<file path="src/rtl/mux_arb_rr2_pkg.sv">
// Shared types and constants for the two-lane round-robin lane-mux scheduler.
package mux_arb_pkg;

  typedef enum logic [1:0] {
    IDLE   = 2'b00,
    SERVE0 = 2'b01,
    SERVE1 = 2'b10
  } state_e;

  localparam logic LANE0 = 1'b0;
  localparam logic LANE1 = 1'b1;

  localparam int unsigned BURST_MAX_DEF = 4;

endpackage

</file>
<file path="src/rtl/mux_arb_rr2_out_stage.sv">
// Two-stage output pipe: stage 1 latches the popped lane as the mux select,
// stage 2 latches the selected FIFO word, zeroed whenever it is not valid.
module mux_arb_out_stage
  import mux_arb_pkg::*;
#(
  parameter int unsigned DATA_WIDTH = 4
) (
  input  logic                  clk,
  input  logic                  reset,
  input  logic                  pop_vld_i,
  input  logic                  pop_lane_i,
  input  logic [DATA_WIDTH-1:0] data0_i,
  input  logic [DATA_WIDTH-1:0] data1_i,
  output logic                  selector_o,
  output logic                  valid_o,
  output logic [DATA_WIDTH-1:0] data_o
);

  logic                  sel_q, sel_d;
  logic                  vld1_q;
  logic                  vout_q;
  logic [DATA_WIDTH-1:0] dout_q, dout_d;

  always_comb begin
    sel_d  = pop_vld_i ? pop_lane_i : sel_q;
    dout_d = '0;
    if (vld1_q) begin
      dout_d = sel_q ? data1_i : data0_i;
    end
  end

  always_ff @(posedge clk or posedge reset) begin
    if (reset) begin
      sel_q  <= LANE0;
      vld1_q <= 1'b0;
      vout_q <= 1'b0;
      dout_q <= '0;
    end else begin
      sel_q  <= sel_d;
      vld1_q <= pop_vld_i;
      vout_q <= vld1_q;
      dout_q <= dout_d;
    end
  end

  assign selector_o = sel_q;
  assign valid_o    = vout_q;
  assign data_o     = dout_q;

endmodule

</file>
<file path="src/rtl/mux_arb_rr2.sv">
// Two-lane round-robin pop scheduler driving the 2:1 lane mux select.
// Define MUX_ARB_BURST_EN for bursts of up to BURST_MAX pops; otherwise strict alternation.
module mux_arb_rr2
  import mux_arb_pkg::*;
#(
  parameter int unsigned DATA_WIDTH = 4,
  parameter int unsigned BURST_MAX  = BURST_MAX_DEF,
  parameter int unsigned CNT_W      = 3
) (
  input  logic                  clk,
  input  logic                  reset,
  input  logic                  empty0,
  input  logic                  empty1,
  input  logic [DATA_WIDTH-1:0] data0,
  input  logic [DATA_WIDTH-1:0] data1,
  input  logic                  pause,
  output logic                  pop0,
  output logic                  pop1,
  output logic                  selector,
  output logic                  valid_out,
  output logic [DATA_WIDTH-1:0] data_out
);

  if (BURST_MAX < 1 || BURST_MAX > 7 || BURST_MAX >= (1 << CNT_W)) begin : g_cfg_check
    $error("mux_arb_rr2: BURST_MAX must be 1..7 and fit in CNT_W bits");
  end

  state_e state_q, state_d;
  logic   last_q, last_d;
  logic   keep0, keep1;

`ifdef MUX_ARB_BURST_EN
  localparam logic [CNT_W-1:0] BURST_LIM = CNT_W'(BURST_MAX);
  logic [CNT_W-1:0] cnt_q, cnt_d;

  assign keep0 = !empty0 && ((cnt_q < BURST_LIM) || empty1);
  assign keep1 = !empty1 && ((cnt_q < BURST_LIM) || empty0);

  // Burst count follows the state transition: cleared in IDLE, restarted on
  // entering a lane, advanced (saturating) on each further pop of that lane.
  always_comb begin
    cnt_d = cnt_q;
    if (state_d == IDLE) begin
      cnt_d = '0;
    end else if (state_d != state_q) begin
      cnt_d = CNT_W'(1);
    end else if ((pop0 || pop1) && (cnt_q < BURST_LIM)) begin
      cnt_d = cnt_q + CNT_W'(1);
    end
  end

  always_ff @(posedge clk or posedge reset) begin
    if (reset) begin
      cnt_q <= '0;
    end else begin
      cnt_q <= cnt_d;
    end
  end
`else
  assign keep0 = !empty0 && empty1;
  assign keep1 = !empty1 && empty0;
`endif

  always_comb begin
    state_d = state_q;
    last_d  = last_q;
    pop0    = 1'b0;
    pop1    = 1'b0;
    if (!pause && !reset) begin
      unique case (state_q)
        IDLE: begin
          if (!empty0 && (empty1 || last_q == LANE1)) begin
            pop0    = 1'b1;
            state_d = SERVE0;
          end else if (!empty1) begin
            pop1    = 1'b1;
            state_d = SERVE1;
          end
        end
        SERVE0: begin
          if (keep0) begin
            pop0 = 1'b1;
          end else if (!empty1) begin
            pop1    = 1'b1;
            state_d = SERVE1;
            last_d  = LANE0;
          end else begin
            state_d = IDLE;
            last_d  = LANE0;
          end
        end
        SERVE1: begin
          if (keep1) begin
            pop1 = 1'b1;
          end else if (!empty0) begin
            pop0    = 1'b1;
            state_d = SERVE0;
            last_d  = LANE1;
          end else begin
            state_d = IDLE;
            last_d  = LANE1;
          end
        end
        default: state_d = IDLE;
      endcase
    end
  end

  always_ff @(posedge clk or posedge reset) begin
    if (reset) begin
      state_q <= IDLE;
      last_q  <= LANE1;
    end else begin
      state_q <= state_d;
      last_q  <= last_d;
    end
  end

  mux_arb_out_stage #(
    .DATA_WIDTH(DATA_WIDTH)
  ) u_out_stage (
    .clk       (clk),
    .reset     (reset),
    .pop_vld_i (pop0 | pop1),
    .pop_lane_i(pop1),
    .data0_i   (data0),
    .data1_i   (data1),
    .selector_o(selector),
    .valid_o   (valid_out),
    .data_o    (data_out)
  );

endmodule

</file>
<file path="config.mk">
export PLATFORM = sky130hd
export DESIGN_NAME = mux_arb_rr2
export DESIGN_NICKNAME = d
export VERILOG_FILES = /design/src/rtl/mux_arb_rr2_pkg.sv /design/src/rtl/mux_arb_rr2_out_stage.sv /design/src/rtl/mux_arb_rr2.sv
export SDC_FILE = /design/constraint.sdc
export NUM_CORES = 1
export LEC_CHECK = 0
export CORE_AREA = 2 2 39 41
export DETAILED_ROUTE_END_ITERATION = 10
export DIE_AREA = 0 0 41 43
export PLACE_DENSITY = 0.72
export SLEW_MARGIN = 0
export SYNTH_ARGS = -nofsm -noshare
export SYNTH_HDL_FRONTEND = slang
export SYNTH_SLANG_ARGS = --single-unit
</file>
<file path="constraint.sdc">
create_clock -name clk -period 1.3 [get_ports clk]
set_input_delay 0.26 -clock clk [delete_from_list [all_inputs] [get_ports clk]]
set_output_delay 0.26 -clock clk [all_outputs]
set_load 0.02 [all_outputs]
</file>
==> out/results.tsv <==
stage	metric	value	unit
status	outcome	finished with violations	
status	failing checks	setup timing	
timing	worst rel slew slack	0.7486	
timing	final setup violation count	3	
route	Routed Antenna Nets	0	
clocking	clk sinks	10	
critical_path	CP required	1.04	ns
route	DRC violation count after routing	0	
synthesis	Synth cell types	24	
synthesis	simple logic cell fraction of the synthesized area	0.1811	
global_route	vias in the first global route	463	
floorplanning	site row count	14	
finish	# fillers	130	
route	drt pass-1 iters	4	
route	drt initial violations	9	
clocking	CTS root buf	clkbuf_4	
synthesis	cell taking the most area after synthesis	dfrtp_1	
critical_path	CP Class	reg -> out	
route	WL final	1.127	mm
placement	Port-buffer cells	20	
timing	Final min period	1.586	ns
finish	Util after Layout	0.6121	
clocking	Worst-Skew Late Latency	0.26	ns
timing	final count of hold timing violations	0	
route	DR WL/cell	11.50	um
synthesis	post-synthesis sequential element count	10	
clocking	CTS H-Tree Depth	1	
placement	pre-CTS setup slack	-0.7870	ns
global_route	GRT Overall Usage	0.1562	
clocking	number of buffers inserted by hold repair at cts	0	
clocking	TritonCTS clock tree	done	
synthesis	Seq/Total Area, Yosys	0.4988	
synthesis	synth top area cells	dfrtp_1 45%, mux2i_1 7.9%, nor2b_1 7.4%	
global_route	first-pass GRT wire length	1.869	mm
route	Via-to-Cell Ratio	4.714	
synthesis	XOR/XNOR share of the synthesized area	0	
clocking	CTS clock-pin slew for the worst setup and hold paths	0.07	ns
synthesis	Ys Warns	0	
timing	Peak Freq	630.5	MHz
timing	Final Cycle Share	1.220	
timing	Tightest Pin Transition	0.3767	ns
timing	PnR worst setup slack	-0.2860	ns
worst_hold_path	min-delay worst type	in -> async	
floorplanning	die height	43	um
synthesis	Syn Inst Count	47	
placement	dpl hpwl	895.1	um
critical_path	Crit. End Element	primary output	
power	Pleak	0.4189	nW
power	worst IR drop on VDD	0.0005940	V
synthesis	Post-Synth Adder-Cell Area	0	
floorplanning	core area	1384	um2
floorplanning	die area	1763	um2
global_route	largest net degree at the start of global routing	11	
critical_path	Cell Chain, Critical Path	o21bai_1 > a211oi_4 > buf_6	
critical_path	Crit Path Max Fanout	3	
finish	share of cells above drive strength 1	0.2927	
timing	max-slew violations	0	
finish	ant diodes	0	
critical_path	startpoint types	flop	
placement	Final Wtd Congestion	0.7579	
global_route	initial antenna violation count	0	
finish	layout overhead on the synthesized area	67.99	%
synthesis	Syn Area/Cell	10.73	um2
clocking	Clock Tree Buf Depth	2	
floorplanning	initial core utilization	0.3644	
timing	Worst Clk Skew	0.005649	ns
finish	Multi-input gate area	234.0	um2
finish	commonest non-fill, non-tap cell in the layout	buf_4	
synthesis	mapped cell area	504.2	um2
finish	nets	96	
critical_path	worst path arrival time	1.33	ns
synthesis	syn nets	60	
critical_path	Slowest cell on crit path	dfstp_2	
timing	Fin Setup TNS	-0.5917	ns
synthesis	main combinational cell family by area after synthesis	simple AND/OR/NAND/NOR gates	
finish	register area	251.5	um2
run	max cap viols	0	
synthesis	Synth Area in Compound Gates	0.1762	
floorplanning	die width	41	um
clocking	Inserted Clock Buffers	3	
route	via count	462	
power	Power Density	1289	nW/um2
finish	commonest non-fill, non-tap cells in the layout	15 x buf_4, 10 x clkdlybuf4s50_1, 9 x dfrtp_1	
floorplanning	Ports	21	
timing	RSZ-0062 raised after global routing	yes	
critical_path	slowest stage delay, CP	0.56	ns
global_route	total gr overflow	0	
synthesis	post-synth top area share	0.4467	
synthesis	mux share of post-synthesis cell area	0.07940	
-- power by group --
group | switching, mW | internal (mW)
Clock | 0.103 | 0.170
Sequential | 0.0299 | 0.361
Combinational | 0.193 | 0.235
Total | 0.326 | 0.766
-- logic make-up (layout without fill, tap and decap cells) --
family,count (synthesis),count (layout)
simple gates,15,15
compound gates,12,12
flops,10,10
buf+inv,6,41
mux,4,4
-- final timing paths --
check / start / endpoint / slack [ns] / depth (start not counted)
worst max-delay path: last_q / pop0 / -0.29 / 3
worst min-delay path: reset / u_out_stage.data_o[2] / 0.27 / 3
worst max register to register: last_q / u_out_stage.selector_o / -0.03 / 5
worst min register to register: u_out_stage.vld1_q / u_out_stage.valid_o / 0.42 / 0
max in group asynchronous: reset / last_q / 0.72 / 3
min in group clk: u_out_stage.vld1_q / u_out_stage.valid_o / 0.42 / 0
-- through the flow --
stage               power, mW  hold slack, ns  area [um2]  cells
finish                  1.092          0.2733       847.1     98
CTS                     1.109          0.2915       847.1     98
detailed placement     0.8219          0.4108       800.8     93
floorplan              0.6146         0.09946       504.2     47
global route            1.163          0.3257       847.1     98
global placement       0.8142          0.4138       800.8     93
-- registers in the layout, summed over array words and instances (netlist names) --
| register | flops |
|---|---|
| u_out_stage.data_o | 4 |
| state_q | 2 |
| last_q | 1 |
| u_out_stage.selector_o | 1 |
| u_out_stage.valid_o | 1 |
| u_out_stage.vld1_q | 1 |
-- cell usage after synthesis, drive strengths merged --
master and number:
mux2i 4, a221oi 1, a21oi 1, nor2b 6, dfstp 1, o21bai 1, o21ai 5, a2bb2oi 1
inv 3, dfrtp 9, nor4b 2, nand2b 1, nand2 1, a211oi 1, o22ai 1, nand3 1
or3 1, nor2 1, buf 3, nor3 1, or2 1, o21a 1
-- critical path: cells and delay by family (launching register included) --
family                 cells  cell delay [ns]
buffers and inverters      1             0.15
DFF                        1             0.56
AOI/OAI and AO/OA          2             0.36
-- what timing repair did --
action                                 in CTS  in global routing
resized for setup                          22                  0
setup endpoints to repair                   8                  3
endpoints found under the hold margin       0                  0
buffers inserted                            1                  0
pin swaps                                   5                  1
-- metal layers --
layer  wire, um  global-route usage  up-vias
li1           -                   -      238
met1        447              0.1661      210
met2        623              0.2781       14
met3         56             0.06283        0
met4          0             0.02000        0
met5          0                   0        -
-- layout make-up --
class / instances / area share
flip-flops and latches: 10 / 0.2969
clock buffers: 4 / 0.04284
inverters: 3 / 0.01329
repair buffers: 34 / 0.3471
multi-input cells: 31 / 0.2762
well taps: 16 / 0.02363
Note: power is estimated with default switching activity, not from simulation.
==> edit: new RTL, same flow settings <==
`DATA_WIDTH` is set to 4 in 2 places; all go to 6.
--- a/src/rtl/mux_arb_rr2_out_stage.sv
+++ b/src/rtl/mux_arb_rr2_out_stage.sv
@@ -3,7 +3,7 @@
 module mux_arb_out_stage
   import mux_arb_pkg::*;
 #(
-  parameter int unsigned DATA_WIDTH = 4
+  parameter int unsigned DATA_WIDTH = 6
 ) (
   input  logic                  clk,
   input  logic                  reset,
--- a/src/rtl/mux_arb_rr2.sv
+++ b/src/rtl/mux_arb_rr2.sv
@@ -3,7 +3,7 @@
 module mux_arb_rr2
   import mux_arb_pkg::*;
 #(
-  parameter int unsigned DATA_WIDTH = 4,
+  parameter int unsigned DATA_WIDTH = 6,
   parameter int unsigned BURST_MAX  = BURST_MAX_DEF,
   parameter int unsigned CNT_W      = 3
 ) (
Ports: changed (resized data0, data1 and data_out); port bits go from 21 to 27. No check against the original RTL was run, so the function may have changed too.
==> edit against the unedited design <==
The flow still finishes with violations (setup timing); sequential cell count increased by 2; critical path depth increased by 1; maximum frequency decreased by 0.13%; synthesized cell count increased by 6.4%; wire length increased by 44%; total power increased by 12%; combinational power increased by 12%; area after synthesis increased by 15%; cell area increased by 27%; cell count increased by 14%; worst hold slack got worse by 0.074 ns; setup slack got worse by 0.0021 ns; sequential share of layout area decreased by 1.6 points; non-clock buffer count increased by 10; highest routed layer is now met4.
==> edit: results (changes against the unedited design) <==
[placed_design]
gpl.final_weighted_congestion=0.7258  ; -4.2%
dp_slack_ns=-0.7620  ; +0.02496 ns
placed_area_um2=967.2  ; +21%
dpl.cell_count=104  ; +12%
dp.final_hpwl_mm=1.113  ; +24%

[synthesis]
netlist-cell-type-count=23  ; -4.2%
synth.yosys.seq_area_share=0.5194  ; +0.02064
synth_top_cells_by_area=dfrtp_1 47%, mux2i_1 10%, nor2b_1 8.6%
syn-num-nets=67  ; +12%

[layout]
largest_register_ffs=6  ; +2
post_route_cells_drive_above_1_share=0.3958  ; +0.1032

[timing]
hold-worst-slack_ns=0.1989  ; -0.07442 ns
timing.slew.headroom=0.8138  ; +0.06521
finish_stage_setup_viols=2  ; -1
final.setup.tns_ns=-0.5613  ; +0.03034 ns
final.setup.worst_slack_ns=-0.2881  ; -0.002070 ns
finClkSkew_ns=0.0002834  ; -0.005365 ns

[routing]
drt-pass1-iter-count=3  ; -1
viasPerCell=5.027  ; +6.6%
drt_first_iter_violations=6  ; -3
dr_total_vias=563  ; +22%

[cts]
cts-resized-gates=28  ; +27%

[global_route]
largest_net_degree_at_the_start_of_global_routing=10  ; -1

[worst_setup_path]
regToRegSetupSlack_ns=0.06  ; +0.09 ns

[power]
seq_power_uw=454  ; +16%
p_comb_frac=0.395  ; +0.003

[outcome]
violated_checks=setup timing
run_status=finished with violations

-- edit: changes by cell type in the layout (fill, tap and decap cells not counted), sizes merged, moves of 2 or more --
cell           delta
clkdlybuf4s50     +3
dlygate4sd2       +3
dfrtp             +2
mux2i             +2
nor2b             +2
buf               +4
o21ai             -2
-- edit: worst paths after layout --
kind,start,endpoint,cells past startpoint
hold reg to reg,u_out_stage.vld1_q$_DFF_PP0_,u_out_stage.valid_o$_DFF_PP0_,0
min in group clk,u_out_stage.vld1_q$_DFF_PP0_,u_out_stage.valid_o$_DFF_PP0_,0
setup / recovery,last_q$_DFFE_PP1P_,pop1,4
setup reg to reg,last_q$_DFFE_PP1P_,state_q[1]$_DFFE_PP0P_,4
hold / removal,reset,u_out_stage.vld1_q$_DFF_PP0_,3
max in group asynchronous,reset,last_q$_DFFE_PP1P_,4
-- edit: cell families (layout without fill, tap and decap cells) --
kind of cell | after synthesis | count (layout) | share of synthesized area
AO/OA/AOI/OAI | 12 | 12 | 0.1638
buffers and inverters | 5 | 51 | 0.04740
AND/OR/NAND/NOR | 15 | 15 | 0.1660
multiplexers | 6 | 6 | 0.1035
flip-flops | 12 | 12 | 0.5194
-- edit: routing by layer --
metal | vias to the layer above | part of all wire | GRT usage
li1 | 266 | - | -
met1 | 272 | 0.34 | 0.1769
met2 | 23 | 0.58 | 0.3969
met3 | 2 | 0.075 | 0.04188
met4 | 0 | 0.0049 | 0.08000
met5 | - | 0 | 0
-- edit: area by class of cell --
type,count,area (µm²)
clock buffer,4,36.28
multi-input combinational,33,314.1
tap,16,20.02
sequential,12,302.8
timing repair buffer,44,392.9
fill,109,306.5
inverter,3,11.26
-- edit: tightest hold or removal path: stages --
cell and delay (ns):
dlygate4sd2_1 0.24, buf_4 0.15, inv_1 0.17
